[src/rtl/serial_add_4bit.sv]
// ---------------------------------------------------------------------------
// serial_add_4bit
//
// Bit-serial adder with valid/ready handshakes on both sides. Operands are
// captured on accept, then one full-adder bit is evaluated per clock, LSB
// first. After WIDTH cycles the sum, unsigned carry out and signed overflow
// are presented and held until the consumer takes them.
//
// Ports
//   clk        single clock, rising edge
//   rst_n      asynchronous active-low reset
//   in_valid   A/B are valid this cycle
//   in_ready   block can accept operands (only while idle)
//   A, B       WIDTH-bit addends (unsigned or two's complement)
//   out_valid  S/Cout/Ovf hold a completed result
//   out_ready  consumer takes the result this cycle
//   S          A+B modulo 2^WIDTH
//   Cout       carry out of the MSB
//   Ovf        signed overflow (carry into MSB xor carry out of MSB)
// ---------------------------------------------------------------------------
module serial_add_4bit #(
  parameter int WIDTH = 4
) (
  input  logic             clk,
  input  logic             rst_n,
  input  logic             in_valid,
  output logic             in_ready,
  input  logic [WIDTH-1:0] A,
  input  logic [WIDTH-1:0] B,
  output logic             out_valid,
  input  logic             out_ready,
  output logic [WIDTH-1:0] S,
  output logic             Cout,
  output logic             Ovf
);

  localparam int CW = (WIDTH > 1) ? $clog2(WIDTH) : 1;
  localparam logic [CW-1:0] LAST_BIT = CW'(WIDTH - 1);

  typedef enum logic [1:0] {
    IDLE = 2'd0,
    RUN  = 2'd1,
    DONE = 2'd2
  } state_e;

  state_e           state_q, state_d;
  logic [WIDTH-1:0] a_q, a_d;      // operand A, shifted right each RUN cycle
  logic [WIDTH-1:0] b_q, b_d;      // operand B, shifted right each RUN cycle
  logic [WIDTH-1:0] sh_q, sh_d;    // partial sum, filled from the MSB end
  logic [WIDTH-1:0] s_q, s_d;      // published sum
  logic             carry_q, carry_d;
  logic             cout_q, cout_d;
  logic             ovf_q, ovf_d;
  logic [CW-1:0]    cnt_q, cnt_d;

  // One full-adder bit on the current LSBs.
  logic             fa_sum;
  logic             fa_carry;
  logic [WIDTH:0]   sh_ext;
  logic [WIDTH-1:0] sh_next;

  assign fa_sum   = a_q[0] ^ b_q[0] ^ carry_q;
  assign fa_carry = (a_q[0] & b_q[0]) | ((a_q[0] ^ b_q[0]) & carry_q);

  // The new sum bit enters at the MSB; after WIDTH shifts bit 0 of the sum
  // has reached position 0.
  assign sh_ext  = {fa_sum, sh_q};
  assign sh_next = sh_ext[WIDTH:1];

  // -------------------------------------------------------------------------
  // Next-state / datapath logic
  // -------------------------------------------------------------------------
  always_comb begin
    // NOTE: every signal gets a hold value first, so no path through the
    // case statement can leave one unassigned and infer a latch.
    state_d = state_q;
    a_d     = a_q;
    b_d     = b_q;
    sh_d    = sh_q;
    s_d     = s_q;
    carry_d = carry_q;
    cout_d  = cout_q;
    ovf_d   = ovf_q;
    cnt_d   = cnt_q;

    unique case (state_q)
      IDLE: begin
        if (in_valid) begin
          a_d     = A;
          b_d     = B;
          sh_d    = '0;
          carry_d = 1'b0;
          cnt_d   = '0;
          state_d = RUN;
        end
      end

      RUN: begin
        // A/B inputs are not looked at here: the result depends only on the
        // captured copies.
        a_d     = a_q >> 1;
        b_d     = b_q >> 1;
        sh_d    = sh_next;
        carry_d = fa_carry;
        if (cnt_q == LAST_BIT) begin
          // Final bit: carry_q is the carry into the MSB, fa_carry the carry
          // out of it. The counter parks at LAST_BIT rather than wrapping.
          s_d     = sh_next;
          cout_d  = fa_carry;
          ovf_d   = carry_q ^ fa_carry;
          state_d = DONE;
        end else begin
          cnt_d = cnt_q + CW'(1);
        end
      end

      DONE: begin
        // S/Cout/Ovf are untouched here, so they hold under backpressure and
        // keep the last result through the following IDLE period.
        if (out_ready) begin
          state_d = IDLE;
        end
      end

      default: begin
        // Encoding 2'b11 is unreachable; fall back to IDLE.
        state_d = IDLE;
      end
    endcase
  end

  // -------------------------------------------------------------------------
  // State registers
  // -------------------------------------------------------------------------
  // NOTE: all of these are individual flops (no memory arrays), so each one
  // is cleared by the asynchronous reset; a reset mid-operation therefore
  // drops the in-flight result completely.
  always_ff @(posedge clk or negedge rst_n) begin
    if (!rst_n) begin
      state_q <= IDLE;
      a_q     <= '0;
      b_q     <= '0;
      sh_q    <= '0;
      s_q     <= '0;
      carry_q <= 1'b0;
      cout_q  <= 1'b0;
      ovf_q   <= 1'b0;
      cnt_q   <= '0;
    end else begin
      // NOTE: non-blocking assignments keep every register sampling the
      // pre-edge values, independent of statement order.
      state_q <= state_d;
      a_q     <= a_d;
      b_q     <= b_d;
      sh_q    <= sh_d;
      s_q     <= s_d;
      carry_q <= carry_d;
      cout_q  <= cout_d;
      ovf_q   <= ovf_d;
      cnt_q   <= cnt_d;
    end
  end

  // -------------------------------------------------------------------------
  // Outputs: handshake flags are pure state decodes, with no combinational
  // path from any input.
  // -------------------------------------------------------------------------
  assign in_ready  = (state_q == IDLE);
  assign out_valid = (state_q == DONE);
  assign S         = s_q;
  assign Cout      = cout_q;
  assign Ovf       = ovf_q;

endmodule

[config.mk]
export PLATFORM = sky130hd
export DESIGN_NAME = serial_add_4bit
export DESIGN_NICKNAME = d
export VERILOG_FILES = /design/src/rtl/serial_add_4bit.sv
export SDC_FILE = /design/constraint.sdc
export NUM_CORES = 1
export LEC_CHECK = 0
export BUFFER_PORTS_ARGS = -buffer_cell sky130_fd_sc_hd__buf_2
export CORE_AREA = 2 2 47 49
export CTS_BUF_LIST = sky130_fd_sc_hd__clkbuf_4
export DETAILED_ROUTE_END_ITERATION = 6
export DIE_AREA = 0 0 49 51
export GPL_ROUTABILITY_DRIVEN = 0
export PLACE_DENSITY = 0.78
export SLEW_MARGIN = 15
export SYNTH_ARGS = -nofsm -noshare
export SYNTH_HDL_FRONTEND = slang
export SYNTH_SLANG_ARGS = --single-unit
[constraint.sdc]
create_clock -name clk -period 3.75 [get_ports clk]
set_clock_uncertainty 0.2 [all_clocks]
set_input_delay 0.1875 -clock clk [delete_from_list [all_inputs] [get_ports clk]]
set_output_delay 0.1875 -clock clk [all_outputs]
set_load 0.02 [all_outputs]
Word-level counts from Yosys, hierarchy flattened
Cells that the tools add are included.
{ "totals": {"regBits": 23, "latch_bits": 0, "word_cells": 44, "in_bits": 12, "mem_bits_rw": 0, "romBits": 0, "memories": 0, "out_inout_bits": 8} }
{ "op_classes": {"shift": 0, "n_lt_le_gt_ge": 0, "eq_ne": 7, "n_div": 0, "n_addsub": 1, "reduce_logical": 6, "n_bitwise": 6, "mul": 0, "muxes": 15} }
{ "op_table": {"columns": ["op", "count"], "rows": [
  ["4-bit case mux with 2 select lines", 3],
  ["4-bit two-way mux", 3],
  ["2-bit two-way mux", 5],
  ["2-bit inequality test (second input constant)", 3],
  ["2-bit case mux with 3 select lines", 1],
  ["3-bit AND reduction", 2],
  ["2-bit == test (second input constant)", 2],
  ["2-bit case mux with 2 select lines", 1],
  ["2-bit AND reduction", 2],
  ["1-bit bitwise XOR", 3],
  ["2-bit by 1-bit adder with 2-bit output (second input constant)", 1],
  ["1-bit bitwise AND", 2],
  ["2-bit by 1-bit == test with 1-bit output (second input constant)", 1],
  ["2-bit zero test", 1],
  ["2-bit by 1-bit inequality test with 1-bit output (second input constant)", 1],
  ["1-bit case mux with 2 select lines", 1],
  ["2-bit nonzero test", 1],
  ["1-bit two-way mux", 1],
  ["1-bit OR", 1]
]} }

Logic depth before layout (Yosys ltp)
Gate-level depths: netlist of run 1.
{ "logic_depth": {"depth_word": 4, "mapped_depth": 5, "ltp_nobuf": 4} }

Least setup slack after synthesis of run 1
No wires, ideal clock.
{ "synth_path": {"path_type": "register to register", "start": "register cnt_q[0]", "end": "register s_q[0], in the netlist S[0]", "path_slack_ns": 2.320, "stages_incl_launch_ff": 4, "required_ns": 3.425, "path_buffers": 0, "setup_time_ns": 0.125, "t_arrival_ns": 1.105, "synth_period_minus_slack_ns": 1.430, "cell_sequence": "dfrtp_1 ha_1 nand3b_4 mux2_4"} }
{ "synth_between": {"elab_chain_cells": 2} }
{ "synth_rtl": {"columns": ["element", "line", "rtl"], "rows": [
  ["from (decl)", "54", "logic [CW-1:0] cnt_q, cnt_d;"],
  ["from (signal assigned)", "160", "cnt_q <= cnt_d;"],
  ["2-bit == test", "105", "if (cnt_q == LAST_BIT) begin"],
  ["2-bit AND reduction (no source line)", null, null],
  ["to (signal assigned)", "144", "s_q <= '0;"],
  ["to (signal assigned)", "156", "s_q <= s_d;"],
  ["to (decl)", "50", "logic [WIDTH-1:0] s_q, s_d;"]
]} }
No other way between the ends.
A chain may end at the register's enable or synchronous reset.

Final worst setup path of run 1
{ "layout_path": {"start": "register state_q[1]", "end": "output out_valid"} }
{ "layout_between": {"elab_chain_cells": 1} }
{ "layout_rtl": {"columns": ["element", "line", "rtl"], "rows": [
  ["from (decl)", "46", "state_e state_q, state_d;"],
  ["from (signal assigned)", "152", "state_q <= state_d;"],
  ["2-bit == test", "169", "assign out_valid = (state_q == DONE);"],
  ["to (decl)", "30", "output logic out_valid,"]
]} }
No other way between the ends.

==> results.toml, run 1 <==
[outcome]
outcome = "finished, final reports clean"

[clocking]
root_buffer = "clkbuf_4"
clk_pin_slew_ns = 0.11
cts_made_buffers = 3
post_cts_buffers = 0
cts_buffer_depth = 2
insertion_delay_ns = 0.31
cts_tree = "done"
cts-htree-levels = 1
cts_sinks = 22

[floorplanning]
fp.dieH_um = 51
row_count = 17
core-area_um2 = 2063
start_util = 0.4967
io_pins = 20
die_area_um2 = 2499
die_w_um = 49

[sta]
setup_violations = 0
timing.final.ws_setup_ns = 1.940
min_period_over_period = 0.4828
hold_viol = 0
maxSlewHeadroom = 0.6708
finalCriticalPeriod_ns = 1.810
worst_slew_pin_slew_ns = 0.4938
setup_total_negative_slack_ns = 0
whs_ns = 0.01055
rsz0062_at_grt = "no"
fmax_ghz = 0.5523
final_max_slew_viol_count = 0

[critical_path]
cp.required_ns = 3.36
cp_top_family = "flip-flops"
crit_chain = "inv_1 -> nor2_1 -> buf_2"
critical_path_arrival_ns = 1.42
start_kind = "flop"
cpPeakStageDelay_ns = 0.58
worstPathMaxFanout = 12
cp_slowest_cell = "dfrtp_1"
crit_path_end_kind = "output port"
crit_type = "reg -> out"
cp.buffers_inverters = 2

[route]
wl_um = 2097
wl_per_cell_um = 14.07
dr.pass1.iters = 4
first_iter_violations = 12
ant_nets = 0
via_per_inst = 5.389
drcViolationCount = 0
via_count = 803

[global_routing]
grt.total_usage = 0.1957
antenna_found_initial = 0
grt_pass1_wl_um = 3705
grt_max_degree = 23
grt_overflow = 0
first_global_vias = 867

[placement]
port_buffers = 19
hpwl_um = 1376
place_ws_ns = 2.215

[run]
maxCapViolations = 0

[synth]
yosysWarnings = 0
ys_types = 27
syn_avg_cell_area_um2 = 11.02
async_flop_share = 1.000
syn_nets = 107
ys_ff_latch = 22
synth-edff-count = 0
ys.flop_type = "dfrtp_1"
synth_area_um2 = 1025
synth_seq_area_share = 0.5372
synthCells = 93

[power]
seqPwrFrac = 0.447
power.leakage_nw = 0.6075
ir_drop_mv = 0.4488
p_int_mw = 0.5783
p_total_mw = 0.9881
p_switching_mw = 0.4098
pwr-share-comb = 0.442
p_clk_frac = 0.110
switching_share = 0.4148
power_density_nw_per_um2 = 796.9

[final_layout]
syn_to_final_growth_pct = 21.00
multiInputGateArea_um2 = 420.4
layout_commonest_cell = "dfrtp_1"
diodes = 0
fin_nets = 136
layout_common_cells = "dfrtp_1 (22), buf_2 (19), o22ai_1 (10)"
layout.area.seq_um2 = 550.5
nFillCells = 178
layout-drive-gt1-share = 0.2479
final_util = 0.6010

[hold_path]
hp-class = "in -> reg"
state kept, by name, indices dropped and copies added, names as in the netlist:
name,flops
Ovf,1
state_q,2
Cout,1
b_q,4
S,4
sh_q,3
carry_q,1
a_q,4
cnt_q,2
per-stage QoR:
| step | instance area (um2) | instances |
|---|---|---|
| CTS | 1230 | 148 |
| global route | 1240 | 149 |
| finish | 1240 | 149 |
| global placement | 1124 | 136 |
| floorplan | 1025 | 93 |
| detailed placement | 1124 | 136 |
worst min-delay path, cell delays in order:
cell and delay [ns]:
buf_2 0.10, nor2b_1 0.13, a221oi_2 0.07
final timing paths:
| kind | start | end | slack (ns) | depth (start not counted) |
|---|---|---|---|---|
| worst max-delay path | state_q[1]$_DFFE_PN0P_ | out_valid | 1.94 | 3 |
| worst min-delay path | A[1] | a_q[1]$_DFFE_PN0P_ | 0.01 | 3 |
| worst max register to register | cnt_q[0]$_DFFE_PN0P_ | S[1]$_DFFE_PN0P_ | 2.20 | 3 |
| worst min register to register | S[3]$_DFFE_PN0P_ | S[3]$_DFFE_PN0P_ | 0.30 | 2 |
| max in group asynchronous | rst_n | a_q[1]$_DFFE_PN0P_ | 2.85 | 2 |
| min in group asynchronous | rst_n | sh_q[2]$_DFFE_PN0P_ | 0.16 | 2 |
power by group through the flow:
stage	Clock (mW)	Sequential (mW)	Combinational [mW]
after global placement	0	0.440	0.419
after global routing	0.123	0.458	0.494
after CTS	0.112	0.442	0.442
after floorplan	0	0.438	0.340
after detailed placement	0	0.448	0.432
final	0.109	0.442	0.437
metal layers:
layer  part of all wire  wire length (um)  global-route usage  vias to the layer above
met3              0.045                95             0.03216                        2
met5                  0                 0                   0                        -
met2               0.50              1047              0.3562                       25
li1                   -                 -                   -                      388
met1               0.45               938              0.2287                      388
met4             0.0072                15             0.08571                        0
area by class of cell:
| type | instances | area share |
|---|---|---|
| timing repair buffer | 28 | 0.1493 |
| tap | 28 | 0.02825 |
| sequential | 22 | 0.4440 |
| clock inverter | 1 | 0.003027 |
| clock buffer | 3 | 0.01816 |
| inverter | 6 | 0.01816 |
| multi-input combinational | 61 | 0.3391 |
synthesized netlist by cell type, types with 2 or more instances:
master / n / share of area
buf_4: 2 / 0.015
nor2b_1: 2 / 0.012
a21oi_1: 7 / 0.034
nand2_1: 9 / 0.033
dfrtp_1: 22 / 0.54
a22o_1: 2 / 0.017
nor2_1: 6 / 0.022
inv_1: 5 / 0.018
o22ai_1: 10 / 0.061
mux2_4: 3 / 0.044
o21ai_0: 8 / 0.039
nand2b_1: 2 / 0.012
cells by family (layout without fill, tap and decap cells):
| family | after synthesis | after routing | share of synthesized area |
|---|---|---|---|
| AO/OA/AOI/OAI | 33 | 33 | 0.2137 |
| multiplexers | 3 | 3 | 0.04395 |
| flip-flops | 22 | 22 | 0.5372 |
| AND/OR/NAND/NOR | 22 | 22 | 0.1123 |
| buffers and inverters | 10 | 38 | 0.05249 |
| adder cells (fa/ha/maj) | 2 | 2 | 0.03174 |
| XOR/XNOR | 1 | 1 | 0.008549 |
repair_timing:
item                                   4_1_cts  5_1_grt
hold buffers                                 8        1
gates resized for setup                      0        0
endpoints found under the hold margin       29        1
Note: power is estimated with default switching activity, not from simulation.
==> inputs of run 2 (changes only) <==
- ABC_AREA: default -> 1
- CORE_AREA: 2 2 47 49 -> 2 2 46 48
- DIE_AREA: 0 0 49 51 -> 0 0 48 50
- PLACE_DENSITY: 0.78 -> 0.8
- clock period: 3.75 -> 1.7 ns (I/O delays scaled with it)
==> run 2 against run 1 <==
Against the previous run:
- first-iteration DRC count rose by 120%
- sequential cell count is the same
- non-clock buffer count is 4 higher
- die area is 4.0% lower
- worst setup slack lost 1.8 ns
- critical path type unchanged
- critical endpoint is now in_ready
==> results.toml, run 2 <==
[global_routing]
first_global_vias = 854
grt_overflow = 0
grt.total_usage = 0.2063
grt_max_degree = 23
grt_pass1_wl_um = 3491
antenna_found_initial = 0

[final_layout]
syn_to_final_growth_pct = 27.58
diodes = 0
nFillCells = 154
final_util = 0.6757
layout-drive-gt1-share = 0.2092
layout_common_cells = "nand2_1 (56), dfrtp_1 (22), buf_2 (19)"
layout_commonest_cell = "nand2_1"
fin_nets = 168

[clocking]
insertion_delay_ns = 0.31
cts_sinks = 22
cts_tree = "done"
cts_hold_buf = 11
cts_resized = 0
root_buffer = "clkbuf_4"
cts_buffer_depth = 2
cts-htree-levels = 1
cts_made_buffers = 3
clk_pin_slew_ns = 0.13
post_cts_buffers = 0

[sta]
final_max_slew_viol_count = 0
finalCriticalPeriod_ns = 1.554
worst_slew_pin_slew_ns = 0.4823
timing.final.ws_setup_ns = 0.1458
hold_viol = 0
fmax_ghz = 0.6434
setup_total_negative_slack_ns = 0
rsz0062_at_grt = "no"
whs_ns = 0.04860
maxSlewHeadroom = 0.6785
setup_violations = 0
min_period_over_period = 0.9143

[floorplanning]
die_w_um = 48
core-area_um2 = 1902
fp.dieH_um = 50
start_util = 0.5296
io_pins = 20
die_area_um2 = 2400
row_count = 16

[synth]
ys_ff_latch = 22
ys_types = 17
async_flop_share = 1.000
synth_seq_area_share = 0.5466
synth_area_um2 = 1007
synth_top_area_frac = 0.5466
synth-edff-count = 0
synth_area_leaders = "dfrtp_1 (55%), nand2_1 (21%), nand3_1 (5.0%)"
ys.flop_type = "dfrtp_1"
syn_nets = 135
yosysWarnings = 0
syn_avg_cell_area_um2 = 8.324
synth_area_leader_cell = "dfrtp_1"
synth_commonest_cells = "nand2_1 (56), dfrtp_1 (22), nand3_1 (10), inv_1 (8), o21ai_1 (8)"
synthCells = 121
yosysMostFrequentCell = "nand2_1"

[critical_path]
critical_path_arrival_ns = 1.27
worstPathMaxFanout = 12
worstReg2RegStart = "state_q[0]$_DFFE_PN0P_"
crit_start = "state_q[0]$_DFFE_PN0P_"
crit_type = "reg -> out"
start_kind = "flop"
cp.required_ns = 1.41
crit_path_end_kind = "output port"

[outcome]
outcome = "finished, final reports clean"

[power]
power_density_nw_per_um2 = 1799
power.leakage_nw = 0.6984
ir_drop_mv = 1.077
p_total_mw = 2.312

[route]
wl_um = 2011
via_count = 862
dr.pass1.iters = 7
drcViolationCount = 0
wl_per_cell_um = 11.17
first_iter_violations = 26
ant_nets = 0
via_per_inst = 4.789

[hold_path]
hp-class = "in -> async"

[run]
maxCapViolations = 0

[placement]
port_buffers = 19
hpwl_um = 1354
place_ws_ns = 0.1903
==> run 2: cell count changes in the layout (fill, tap and decap cells not counted), sizes merged, moves of 2 or more <==
cell         previous run  this run
inv                     6        10
buf                    19        21
nand2                   9        57
dlygate4sd3             9        11
nor2b                   2         0
a21oi                   7         0
o22ai                  10         0
mux2                    3         0
a22o                    2         0
nand3                   0        10
nand2b                  3         0
==> run 2: area by class of cell <==
class                           instances  area, um2  share of cell area
Sequential cell                        22      550.5              0.4284
Timing Repair Buffer                   32      220.2              0.1714
Tap cell                               27      33.78             0.02629
Inverter                               10      37.54             0.02921
Multi-Input combinational cell         85      390.4              0.3038
Clock inverter                          1      30.03             0.02337
Clock buffer                            3      22.52             0.01753
==> run 2: power by group <==
group | switching [mW] | internal [mW] | total [mW] | leakage (nW)
Clock | 0.158 | 0.238 | 0.397 | 0.0279
Combinational | 0.640 | 0.374 | 1.01 | 0.387
Sequential | 0.154 | 0.747 | 0.900 | 0.284
==> run 2: cell families after synthesis <==
| kind of cell | synth area share |
|---|---|
| flops | 0.5466 |
| buf+inv | 0.06584 |
| xor+xnor | 0.008697 |
| compound gates | 0.05591 |
| simple gates | 0.2907 |
| fa+ha+maj | 0.03230 |
==> run 2: routing by layer <==
metal  vias up  share of wire  global-route usage  wire length [um]
li1        441              -                   -                 -
met1       401           0.45              0.2518               900
met2        18           0.51              0.3489              1021
met3         2          0.032             0.03663                65
met4         0          0.011             0.07207                23
met5         -              0                   0                 0
==> run 2: path summary, 6_finish.rpt <==
path,end,slack [ns],depth (start not counted)
max in group asynchronous,carry_q$_DFFE_PN0P_,0.91,2
min,sh_q[1]$_DFFE_PN0P_,0.05,2
max reg2reg,S[2]$_DFFE_PN0P_,0.16,5
min in group clk,S[0]$_DFFE_PN0P_,0.30,2
max,in_ready,0.15,2
min reg2reg,S[0]$_DFFE_PN0P_,0.30,2
==> run 2: critical path: stages (launching register included) <==
cell and delay [ns]:
dfrtp_1 0.54, nor2_2 0.23, buf_2 0.19
==> run 2: per-stage QoR <==
stage / area, um2 / instances
finish: 1285 / 180
global route: 1285 / 180
CTS: 1285 / 180
detailed placement: 1122 / 165
global placement: 1122 / 165
floorplan: 1007 / 121
==> inputs of run 3 (changes only) <==
- clock period: 1.7 -> 1.9 ns (I/O delays scaled with it)
==> run 3 against run 2 <==
Against the previous run:
- core utilization fell by 0.33 points
- first-iteration DRC count fell by 31%
- combinational power down 8%
- sequential cell count unchanged
- global-route usage increased by 1.6 points
- sequential power is 9.6% lower
- worst setup slack worse by 0.040 ns
- non-clock buffer count is 2 higher
- cell area shrank 0.49%
- wire length is 8.4% higher
- critical path type is now reg -> reg
- largest cell class unchanged
==> results.toml, run 3 (synthesis results as in run 2) <==
[power]
p_total_mw = 1.956
pwr-share-comb = 0.477
power_density_nw_per_um2 = 1529
p_clk_frac = 0.107
seqPwrFrac = 0.416
p_switching_mw = 0.8679
switching_share = 0.4438
power.leakage_nw = 0.6897
p_int_mw = 1.088
ir_drop_mv = 0.9507

[route]
wl_per_cell_um = 11.98
via_count = 896
ant_nets = 0
dr.pass1.iters = 4
via_per_inst = 4.923
first_iter_violations = 18
drcViolationCount = 0
wl_um = 2180

[outcome]
outcome = "finished, final reports clean"

[sta]
fmax_ghz = 0.5575
timing.final.ws_setup_ns = 0.1062
setup_violations = 0
min_period_over_period = 0.9441
whs_ns = 0.07825
final_max_slew_viol_count = 0
finalCriticalPeriod_ns = 1.794
worst_slew_pin_slew_ns = 0.4772
rsz0062_at_grt = "no"
maxSlewHeadroom = 0.6819
hold_viol = 0
setup_total_negative_slack_ns = 0

[critical_path]
crit_chain = "nor2_2 -> nand3_1 -> dlygate4sd3_1 -> nand2_1"
start_kind = "flop"
crit_type = "reg -> reg"
crit_path_end_kind = "flop"
cp.buffers_inverters = 1
cp.required_ns = 1.95
cpPeakStageDelay_ns = 0.58
cp_slowest_cell = "dlygate4sd3_1"
critical_path_arrival_ns = 1.85
worstPathMaxFanout = 12
cp_top_family = "buffers and inverters"

[global_routing]
gr-usage-met1 = 0.2577
top_usage_layer = "met2"
grt.total_usage = 0.2224
antenna_found_initial = 0
grt_util_met2 = 0.4044
gr-usage-met3 = 0.02198
grt_overflow = 0
first_global_vias = 899
grt_max_degree = 23
grt_pass1_wl_um = 3760

[floorplanning]
core-area_um2 = 1902
io_pins = 20
fp.dieH_um = 50
die_w_um = 48
start_util = 0.5296
die_area_um2 = 2400
row_count = 16

[clocking]
root_buffer = "clkbuf_4"
post_cts_buffers = 0
cts-htree-levels = 1
cts_made_buffers = 3
insertion_delay_ns = 0.30
cts_buffer_depth = 2
cts_sinks = 22
cts_resized = 0
clk_pin_slew_ns = 0.12
cts_tree = "done"

[final_layout]
fin_nets = 170
layout_commonest_cell = "nand2_1"
layout_common_cells = "nand2_1 (56), dfrtp_1 (22), buf_2 (19)"
final_util = 0.6724
diodes = 0
syn_to_final_growth_pct = 26.96
layout-drive-gt1-share = 0.2000
nFillCells = 154

[placement]
port_buffers = 19
place_ws_ns = 0.3942
hpwl_um = 1385

[run]
maxCapViolations = 0

[hold_path]
hp-class = "in -> async"
==> run 3: cell types whose count changed in the layout (fill, tap and decap cells not counted) <==
cell and change:
dlygate4sd3_1 +2, bufinv_16 -1, clkinv_1 +1
==> run 3: final timing paths <==
path                                              from            endpoint  slack [ns]  depth (start not counted)
worst max register to register  state_q[0]$_DFFE_PN0P_  a_q[3]$_DFFE_PN0P_        0.11                          4
worst max-delay path            state_q[0]$_DFFE_PN0P_  a_q[3]$_DFFE_PN0P_        0.11                          4
worst min-delay path                             rst_n    S[3]$_DFFE_PN0P_        0.08                          2
max in group asynchronous                        rst_n  b_q[3]$_DFFE_PN0P_        1.08                          2
min in group clk                   sh_q[1]$_DFFE_PN0P_    S[0]$_DFFE_PN0P_        0.28                          2
worst min register to register     sh_q[1]$_DFFE_PN0P_    S[0]$_DFFE_PN0P_        0.28                          2
==> run 3: power groups by stage <==
| stage | combinational, mW | sequential, mW | clock (mW) |
|---|---|---|---|
| after floorplan | 0.656 | 0.840 | 0 |
| after global placement | 0.863 | 0.815 | 0 |
| after detailed placement | 0.899 | 0.822 | 0 |
| after CTS | 0.930 | 0.812 | 0.211 |
| after global routing | 1.07 | 0.842 | 0.240 |
| final | 0.932 | 0.814 | 0.210 |
==> run 3: area by class of cell <==
cell class,count,area [um2],area share
sequential,22,550.5,0.4305
multi-input combinational,85,390.4,0.3053
timing repair buffer,34,240.2,0.1879
inverter,10,37.54,0.02935
tap,27,33.78,0.02642
clock buffer,3,22.52,0.01761
clock inverter,1,3.754,0.002935
==> run 3: metal layers <==
metal  wire [um]  part of all wire  up-vias
met5           0                 0        -
met4          14            0.0064        0
met3          53             0.024        2
met2        1199              0.55       21
met1         912              0.42      425
li1            -                 -      448
==> run 3: per-stage QoR <==
stage,instances,area [um2]
2_1_floorplan,121,1007
3_3_place_gp,165,1122
3_5_place_dp,165,1122
4_1_cts,182,1279
5_1_grt,182,1279
6_report,182,1279
==> run 3: what timing repair did <==
item                                   CTS  global route
setup endpoints to repair                0             0
hold buffers                            13             0
endpoints found under the hold margin   34             0
==> run 3: worst reg2reg max path: stages, from the launching register on <==
cell and delay, ns:
dfrtp_1 0.54, nor2_2 0.25, nand3_1 0.11, dlygate4sd3_1 0.58, nand2_1 0.07
